==> src/rtl/wbm_cmd_master.sv <==
// -----------------------------------------------------------------------------
// wbm_cmd_master
//
// Wishbone classic initiator for the command/management path. Each accepted
// single-word command becomes one Wishbone read or write cycle towards the
// slave-side arbiter. An err from the arbiter (its own window timeout) makes
// the block retry the cycle up to RETRIES more times, with one idle gap
// cycle between attempts. A local watchdog aborts the cycle if neither ack
// nor err arrives within TIMEOUT bus cycles. Every command ends in a single
// rsp_valid pulse that carries data and status.
//
// Parameters:
//   TIMEOUT  bus cycles per attempt before a local abort (must be > 0)
//   RETRIES  extra attempts after an err response (0..7)
//
// Ports:
//   clk, reset          clock, synchronous active-low reset
//   cmd_valid/cmd_ready command handshake; a command is taken on a clk edge
//                       where both are high
//   cmd_we/adr/dat      command fields, captured at acceptance
//   rsp_valid           one-cycle response strobe (no backpressure)
//   rsp_dat/rsp_status  read data (0 for writes and failures);
//                       status 00 ok, 01 bus error, 10 local timeout
//   wb_*                Wishbone classic initiator signals
//
// Handshake: cmd_valid/cmd_ready transfer a command on any clk edge where
// both are high; cmd_valid may be held without cmd_ready and the command is
// taken later. rsp_valid is a pure strobe and is never stalled.
// -----------------------------------------------------------------------------
module wbm_cmd_master #(
    parameter logic [19:0] TIMEOUT = 20'd1024,
    parameter int unsigned RETRIES = 2
) (
    input  logic        clk,
    input  logic        reset,
    input  logic        cmd_valid,
    output logic        cmd_ready,
    input  logic        cmd_we,
    input  logic [15:0] cmd_adr,
    input  logic [15:0] cmd_dat,
    output logic        rsp_valid,
    output logic [15:0] rsp_dat,
    output logic [1:0]  rsp_status,
    output logic        wb_cyc_o,
    output logic        wb_stb_o,
    output logic        wb_we_o,
    output logic [15:0] wb_adr_o,
    output logic [15:0] wb_dat_o,
    input  logic [15:0] wb_dat_i,
    input  logic        wb_ack_i,
    input  logic        wb_err_i
);

    typedef enum logic [1:0] {
        IDLE = 2'd0,
        BUS  = 2'd1,
        GAP  = 2'd2,
        RESP = 2'd3
    } state_t;

    localparam logic [2:0]  RETRY_MAX = 3'(RETRIES);
    localparam logic [19:0] WDOG_LAST = TIMEOUT - 20'd1;
    localparam logic [19:0] WDOG_SAT  = 20'hFFFFF;

    localparam logic [1:0] ST_OK   = 2'b00;
    localparam logic [1:0] ST_BERR = 2'b01;
    localparam logic [1:0] ST_TOUT = 2'b10;

    state_t      state_q,      state_d;
    logic        we_q,         we_d;
    logic [15:0] adr_q,        adr_d;
    logic [15:0] dat_q,        dat_d;
    logic [19:0] wdog_q,       wdog_d;
    logic [2:0]  retry_q,      retry_d;
    logic [15:0] rsp_dat_q,    rsp_dat_d;
    logic [1:0]  rsp_status_q, rsp_status_d;

    always_comb begin
        state_d      = state_q;
        we_d         = we_q;
        adr_d        = adr_q;
        dat_d        = dat_q;
        wdog_d       = wdog_q;
        retry_d      = retry_q;
        rsp_dat_d    = rsp_dat_q;
        rsp_status_d = rsp_status_q;

        case (state_q)
            IDLE: begin
                if (cmd_valid) begin
                    we_d    = cmd_we;
                    adr_d   = cmd_adr;
                    dat_d   = cmd_dat;
                    retry_d = 3'd0;
                    wdog_d  = 20'd0;
                    state_d = BUS;
                end
            end

            BUS: begin
                // Saturating count of cycles spent in this attempt.
                if (wdog_q != WDOG_SAT) begin
                    wdog_d = wdog_q + 20'd1;
                end
                // The watchdog test uses the pre-increment value, so the
                // attempt lasts exactly TIMEOUT cycles; a bus answer in that
                // last cycle still takes priority.
                if (wb_ack_i) begin
                    rsp_dat_d    = we_q ? 16'd0 : wb_dat_i;
                    rsp_status_d = ST_OK;
                    state_d      = RESP;
                end else if (wb_err_i) begin
                    if (retry_q < RETRY_MAX) begin
                        retry_d = retry_q + 3'd1;
                        state_d = GAP;
                    end else begin
                        rsp_dat_d    = 16'd0;
                        rsp_status_d = ST_BERR;
                        state_d      = RESP;
                    end
                end else if (wdog_q == WDOG_LAST) begin
                    rsp_dat_d    = 16'd0;
                    rsp_status_d = ST_TOUT;
                    state_d      = RESP;
                end
            end

            GAP: begin
                wdog_d  = 20'd0;
                state_d = BUS;
            end

            RESP: begin
                state_d = IDLE;
            end

            default: begin
                state_d = IDLE;
            end
        endcase
    end

    always_ff @(posedge clk) begin
        if (!reset) begin
            state_q      <= IDLE;
            we_q         <= 1'b0;
            adr_q        <= 16'd0;
            dat_q        <= 16'd0;
            wdog_q       <= 20'd0;
            retry_q      <= 3'd0;
            rsp_dat_q    <= 16'd0;
            rsp_status_q <= 2'b00;
        end else begin
            state_q      <= state_d;
            we_q         <= we_d;
            adr_q        <= adr_d;
            dat_q        <= dat_d;
            wdog_q       <= wdog_d;
            retry_q      <= retry_d;
            rsp_dat_q    <= rsp_dat_d;
            rsp_status_q <= rsp_status_d;
        end
    end

    // All outputs are decoded from registered state, so none of them has a
    // combinational path from an input.
    assign cmd_ready  = (state_q == IDLE);
    assign rsp_valid  = (state_q == RESP);
    assign rsp_dat    = rsp_dat_q;
    assign rsp_status = rsp_status_q;
    assign wb_cyc_o   = (state_q == BUS);
    assign wb_stb_o   = (state_q == BUS);
    assign wb_we_o    = we_q;
    assign wb_adr_o   = adr_q;
    assign wb_dat_o   = dat_q;

endmodule
==> config.mk <==
export PLATFORM = sky130hd
export DESIGN_NAME = wbm_cmd_master
export DESIGN_NICKNAME = d
export VERILOG_FILES = /design/src/rtl/wbm_cmd_master.sv
export SDC_FILE = /design/constraint.sdc
export NUM_CORES = 1
export LEC_CHECK = 0
export CORE_UTILIZATION = 49
export DETAILED_ROUTE_END_ITERATION = 10
export GPL_TIMING_DRIVEN = 0
export HOLD_SLACK_MARGIN = 0.08
export PLACE_DENSITY = 0.85
export SLEW_MARGIN = 20
export SYNTH_ARGS = -nofsm -noshare
export SYNTH_HDL_FRONTEND = slang
export SYNTH_SLANG_ARGS = --single-unit
==> constraint.sdc <==
create_clock -name clk -period 5.6 [get_ports clk]
set_clock_uncertainty 0.1 [all_clocks]
set_input_delay 1.12 -clock clk [delete_from_list [all_inputs] [get_ports clk]]
set_output_delay 1.12 -clock clk [all_outputs]
set_load 0.05 [all_outputs]
==> qor.yml, run 1 <==
critical_path:
  critical-path-max-stage-delay_ps: 790
  timing.critical_path.to_type: "output pin"
  reg2regPathDepth: 7
  cp_data_required_time_ps: 4380
  cp_cell_sequence: "nor2b_1, buf_4, clkdlybuf4s50_1"
  critPathSlowestCell: "sky130_fd_sc_hd__clkdlybuf4s50_1"
  worst_r2r_startpoint: "wdog_q[0]$_SDFFE_PN0P_"
  worst_ep_arrival_time_ps: 2150
  crit_fanout: 6
  criticalPathCategory: "flop to output pin"
  worst_setup_path_start_kind: "flop"
  worstReg2RegEnd: "wdog_q[6]$_SDFFE_PN0P_"
  r2r_slack_ps: 3410
outcome:
  run_status: "finished clean"
clock_network:
  numClockSinks: 76
  cts_buffers: 9
  post_cts.resized_instances: 0
  cts_hold_repair.buffers: 0
  clk_pin_slew_ps: 80
  postCtsSetupRepairBufs: 0
  clock-root-buffer: "sky130_fd_sc_hd__clkbuf_8"
  worstSkewPairLatency_ps: 340
  clk_path_buf_depth: 2
  tritoncts: "yes"
  cts.htree.levels: 3
die:
  die_area_um2: 6820
  core_region_area_um2: 6100
  ioPinCount: 109
  num_rows: 28
  floorplan.die.height_um: 82.6
  initial_utilization_pct: 52.2
  die_x_um: 82.6
place:
  detailed_place.area_um2: 4350
  dpl.hpwl_um: 5990
  gpl.final_weighted_congestion: 0.864
  placedCellCount: 558
  port_buffers: 107
timing:
  timing.final.crit_share_pct: 60.2
  finalSetupViolations: 0
  final-hold-violation-count: 0
  grt_setup_unrepaired: "false"
  setup-tns-final_ps: 0
  fmax_mhz: 297
  worst_pin_slew_ps: 665
  final_max_slew_viol_count: 0
  max_slew_headroom_pct: 55.2
  period_needed_ps: 3370
  fin_worst_hold_slack_ps: 353
grt:
  gr-usage-all-layers_pct: 26.4
  grt_antenna_before_repair: 0
  first_pass_grt_wire_length_um: 13600
  grt_start_max_net_pins: 13
  via_count_of_the_first_global_routing_pass: 3007
  grt_remaining_overflow: 0
cells_and_area:
  drive_gt1_share_pct: 6.02
  nets: 550
  final_area_um2: 4540
  final.fill_count: 442
  layout-area-overhead-vs-synth_pct: 42.6
  final-instance-count-excl-fill: 573
  antennaDiodeCount: 0
worst_hold_path:
  worst_hold_startpoint: "wb_adr_o[4]$_SDFFE_PN0P_"
  whs_endpoint: "wb_adr_o[4]$_SDFFE_PN0P_"
  min-delay-path-class: "flop to flop"
  hold_depth: 2
pwr:
  net_switching_power_mw: 0.365
  internal_power_mw: 0.877
  worst_ir_drop_vdd_mv: 0.207
  design_power_total_mw: 1.24
  power_per_cell_area_nw_per_um2: 274
  combinational_share_of_power_pct: 20.5
  swShare_pct: 29.4
  static-leakage-power_nw: 1.60
  seq_power_share_pct: 46.5
  share_clk_of_total_power_pct: 33.0
yosys:
  synth_async_sr_flop_share_pct: 0
  ys_seq_area_share_pct: 47.8
  post_synth_num_cell_types: 53
  synth.net_count: 432
  synth_enable_flop_cells: 0
  ys.flop_type: "sky130_fd_sc_hd__dfxtp_1"
  ys_ff_latch: 76
  synth_area_per_cell_um2: 8.46
  synthesis.instances: 376
  post_synth_instance_area_um2: 3180
  netlist_top_cells_area: "sky130_fd_sc_hd__dfxtp_1 48%, sky130_fd_sc_hd__nand2_1 14%, sky130_fd_sc_hd__a21oi_1 6.6%"
  netlist.area_leader.share_pct: 47.8
  yosys.cell_count.top_type: "sky130_fd_sc_hd__nand2_1"
  cell_taking_the_most_area_after_synthesis: "sky130_fd_sc_hd__dfxtp_1"
  netlist_top_cells_count: "115 x sky130_fd_sc_hd__nand2_1, 76 x sky130_fd_sc_hd__dfxtp_1, 42 x sky130_fd_sc_hd__a21oi_1"
  synth_warnings: 0
drt:
  drtAntennaViolNets: 0
  wirelength_um: 8510
  drt_first_iter_violations: 209
  via_per_inst: 5.54
  drc: 0
  dr_total_vias: 3176
  dr.pass1.iters: 4
  detail_route.wl_per_cell_um: 14.8
run:
  drv_cap: 0
## layer usage
metal,track usage [%],share of wire (%)
met2,42.5,47
met3,7.91,7.5
met5,0,0
met4,12.6,2.9
met1,32.1,42
## flip-flops by register name, indices dropped and copies added (netlist names)
| name | flops |
|---|---|
| rsp_status | 2 |
| wb_adr_o | 16 |
| wdog_q | 20 |
| rsp_dat | 16 |
| retry_q | 3 |
| wb_dat_o | 16 |
| state_q | 2 |
| wb_we_o | 1 |
## power by group through the flow
stage	logic, mW	clock network [mW]	registers [mW]
after floorplan	0.0822	0	0.658
after global placement	0.251	0	0.588
after detailed placement	0.254	0	0.589
after CTS	0.256	0.416	0.577
after global routing	0.271	0.446	0.580
final	0.255	0.410	0.577
## worst max-delay path, delay by kind of cell, from the launching register on
family        cells  cell delay [ps]
flops             1              380
simple gates      1              440
buf+inv           2              980
## through the flow
step	worst slack, ps	util, %
global route	2150	74.4
finish	2230	74.4
floorplan	2830	-
detailed placement	2420	71.3
global placement	2480	71.3
CTS	2240	74.4
## logic make-up (layout without fill, tap and decap cells)
| logic type | Yosys count | after routing | share of synthesized area, % |
|---|---|---|---|
| buf+inv | 26 | 148 | 4.21 |
| flops | 76 | 76 | 47.8 |
| fa+ha+maj | 2 | 2 | 0.787 |
| mux | 17 | 17 | 5.39 |
| compound gates | 87 | 87 | 17.3 |
| xor+xnor | 1 | 1 | 0.275 |
| simple gates | 167 | 167 | 24.2 |
## area by class of cell
| class | instances | area (um^2) | share of cell area [%] |
|---|---|---|---|
| clock buffers | 11 | 141 | 3.12 |
| plain buffers | 21 | 115 | 2.54 |
| inverters | 5 | 18.8 | 0.414 |
| clock inverters | 4 | 50.0 | 1.10 |
| multi-input cells | 274 | 1530 | 33.6 |
| flip-flops and latches | 76 | 1520 | 33.5 |
| well taps | 75 | 93.8 | 2.07 |
| repair buffers | 107 | 1070 | 23.6 |
## cells in the final DEF, fill, tap and decap left out, types with 8 or more instances in the layout
master / instances
sky130_fd_sc_hd__a21oi_1: 42
sky130_fd_sc_hd__mux2i_1: 16
sky130_fd_sc_hd__dfxtp_1: 76
sky130_fd_sc_hd__clkbuf_8: 10
sky130_fd_sc_hd__clkbuf_1: 16
sky130_fd_sc_hd__nand2_1: 115
sky130_fd_sc_hd__o21ai_0: 9
sky130_fd_sc_hd__clkdlybuf4s50_1: 107
sky130_fd_sc_hd__nor2_1: 11
sky130_fd_sc_hd__nand3_1: 8
## worst max-delay path by stage
stage                            start                      to  slack, ps
4_1_cts        state_q[0]$_SDFFE_PN0P_                wb_stb_o       2240
3_5_place_dp                 cmd_valid  wdog_q[6]$_SDFFE_PN0P_       2420
3_3_place_gp                 cmd_valid  wdog_q[6]$_SDFFE_PN0P_       2480
2_1_floorplan  state_q[0]$_SDFFE_PN0P_                wb_stb_o       2830
6_report       state_q[0]$_SDFFE_PN0P_                wb_stb_o       2230
5_1_grt        state_q[0]$_SDFFE_PN0P_                wb_stb_o       2150
(Power assumes the default switching activity.)
==> inputs of run 2 (changes only) <==
--- a/config.mk
+++ b/config.mk
@@ -5,11 +5,11 @@
 export SDC_FILE = /design/constraint.sdc
 export NUM_CORES = 1
 export LEC_CHECK = 0
-export CORE_UTILIZATION = 49
+export CORE_UTILIZATION = 45
 export DETAILED_ROUTE_END_ITERATION = 10
 export GPL_TIMING_DRIVEN = 0
 export HOLD_SLACK_MARGIN = 0.08
-export PLACE_DENSITY = 0.85
+export PLACE_DENSITY = 0.79
 export SLEW_MARGIN = 20
 export SYNTH_ARGS = -nofsm -noshare
 export SYNTH_HDL_FRONTEND = slang
==> constraint.sdc (replaced) <==
create_clock -name clk -period 3.2 [get_ports clk]
set_clock_uncertainty 0.1 [all_clocks]
set_input_delay 0.64 -clock clk [delete_from_list [all_inputs] [get_ports clk]]
set_output_delay 0.64 -clock clk [all_outputs]
set_load 0.05 [all_outputs]
==> run 2 against run 1 <==
Count of clock-buffer cells in the layout fell by 2. Register-to-register slack got worse by 2400 ps. Critical path depth did not move. Routed wire length fell by 2.3%. Setup slack got worse by 1900 ps. Critical endpoint unchanged. Combinational power rose by 75%.
==> qor.yml, run 2 (synthesis gave the netlist of run 1 again) <==
die:
  die_area_um2: 7410
  ioPinCount: 109
  initial_utilization_pct: 46.8
  num_rows: 30
  die_x_um: 86.1
  floorplan.die.height_um: 86.1
  core_region_area_um2: 6790
cells_and_area:
  layout.area.seq_um2: 1520
  antennaDiodeCount: 0
  final-instance-count-excl-fill: 595
  final_util_pct: 67.6
  final_cell_mix: "115 x sky130_fd_sc_hd__nand2_1, 107 x sky130_fd_sc_hd__clkdlybuf4s50_1, 76 x sky130_fd_sc_hd__dfxtp_1"
  final_area_um2: 4590
  mostFrequentLayoutCell: "sky130_fd_sc_hd__nand2_1"
  drive_gt1_share_pct: 6.41
  area_of_the_multi_input_gates_um2: 1530
  layout-area-overhead-vs-synth_pct: 44.5
  largest_register_ffs: 20
  largest_register: "wdog_q"
  nets: 550
  final.fill_count: 554
clock_network:
  clock-root-buffer: "sky130_fd_sc_hd__clkbuf_8"
  clk_pin_slew_ps: 80
  tritoncts: "yes"
  post_cts.resized_instances: 0
  cts_buffers: 9
  worstSkewPairLatency_ps: 350
  numClockSinks: 76
  postCtsSetupRepairBufs: 0
  cts.htree.levels: 3
  clk_path_buf_depth: 2
  cts_hold_repair.buffers: 0
grt:
  grt_remaining_overflow: 0
  grt_antenna_before_repair: 0
  gr-usage-all-layers_pct: 23.2
  via_count_of_the_first_global_routing_pass: 2896
  grt_start_max_net_pins: 15
  first_pass_grt_wire_length_um: 13500
outcome:
  run_status: "finished clean"
critical_path:
  worst_setup_path_start_kind: "flop"
  worst_ep_arrival_time_ps: 2100
  cp_data_required_time_ps: 2460
  criticalPathCategory: "flop to output pin"
  timing.critical_path.to_type: "output pin"
  crit_fanout: 6
pwr:
  static-leakage-power_nw: 1.62
  worst_ir_drop_vdd_mv: 0.262
  power_per_cell_area_nw_per_um2: 495
  design_power_total_mw: 2.27
timing:
  worst_pin_slew_ps: 666
  fin_ws_ps: 363
  max_slew_headroom_pct: 55.1
  fin_worst_hold_slack_ps: 356
  final-hold-violation-count: 0
  final_max_slew_viol_count: 0
  finalSetupViolations: 0
  period_needed_ps: 2840
  timing.final.crit_share_pct: 88.6
  fmax_mhz: 353
  grt_setup_unrepaired: "false"
  setup-tns-final_ps: 0
run:
  drv_cap: 0
drt:
  drt_first_iter_violations: 159
  detail_route.wl_per_cell_um: 14.0
  wirelength_um: 8310
  dr_total_vias: 3094
  via_per_inst: 5.20
  dr.pass1.iters: 4
  drc: 0
  drtAntennaViolNets: 0
place:
  detailed_place.area_um2: 4370
  port_buffers: 107
  setup_slack_placement_ps: 512
  placedCellCount: 579
  dpl.hpwl_um: 6130
  gpl.final_weighted_congestion: 0.843
worst_hold_path:
  min-delay-path-class: "flop to flop"
-- run 2: final cells by class --
| type | instances | share of cell area (%) |
|---|---|---|
| plain buffers | 21 | 2.51 |
| clock buffers | 9 | 2.70 |
| clock inverters | 7 | 2.15 |
| inverters | 5 | 0.408 |
| multi-input cells | 274 | 33.2 |
| flip-flops and latches | 76 | 33.1 |
| well taps | 96 | 2.61 |
| repair buffers | 107 | 23.3 |
-- run 2: path summary, 6_finish.rpt --
check                                               from                  endpoint  slack, ps  cells after the start
worst max-delay path             state_q[0]$_SDFFE_PN0P_                  wb_stb_o        360                      3
worst min-delay path            wb_adr_o[6]$_SDFFE_PN0P_  wb_adr_o[6]$_SDFFE_PN0P_        360                      2
worst max register to register    wdog_q[6]$_SDFFE_PN0P_   wdog_q[17]$_SDFFE_PN0P_       1010                      5
worst min register to register  wb_adr_o[6]$_SDFFE_PN0P_  wb_adr_o[6]$_SDFFE_PN0P_        360                      2
-- run 2: layer usage --
layer	vias to the layer above	part of all wire [%]	GRT usage, %
li1	1557	-	-
met1	1436	43	29.2
met2	84	49	37.1
met3	17	5.2	7.41
met4	0	2.1	9.09
met5	-	0	0
-- run 2: critical path: stages, from the launching register on --
cell and delay [ps]:
sky130_fd_sc_hd__dfxtp_1 380, sky130_fd_sc_hd__nor2b_1 400, sky130_fd_sc_hd__buf_4 180, sky130_fd_sc_hd__clkdlybuf4s50_1 790
-- run 2: power breakdown --
part	leakage, nW	switching (mW)	internal (mW)
logic	0.893	0.272	0.173
registers	0.618	0.0240	0.985
clock network	0.110	0.375	0.444
==> inputs of run 3 (changes only) <==
--- a/config.mk
+++ b/config.mk
@@ -7,6 +7,7 @@
 export LEC_CHECK = 0
 export CORE_UTILIZATION = 45
 export DETAILED_ROUTE_END_ITERATION = 10
+export GPL_ROUTABILITY_DRIVEN = 0
 export GPL_TIMING_DRIVEN = 0
 export HOLD_SLACK_MARGIN = 0.08
 export PLACE_DENSITY = 0.79
==> results of run 3 <==
Same layout as run 2: the final DEF is identical, and so are final timing and power.
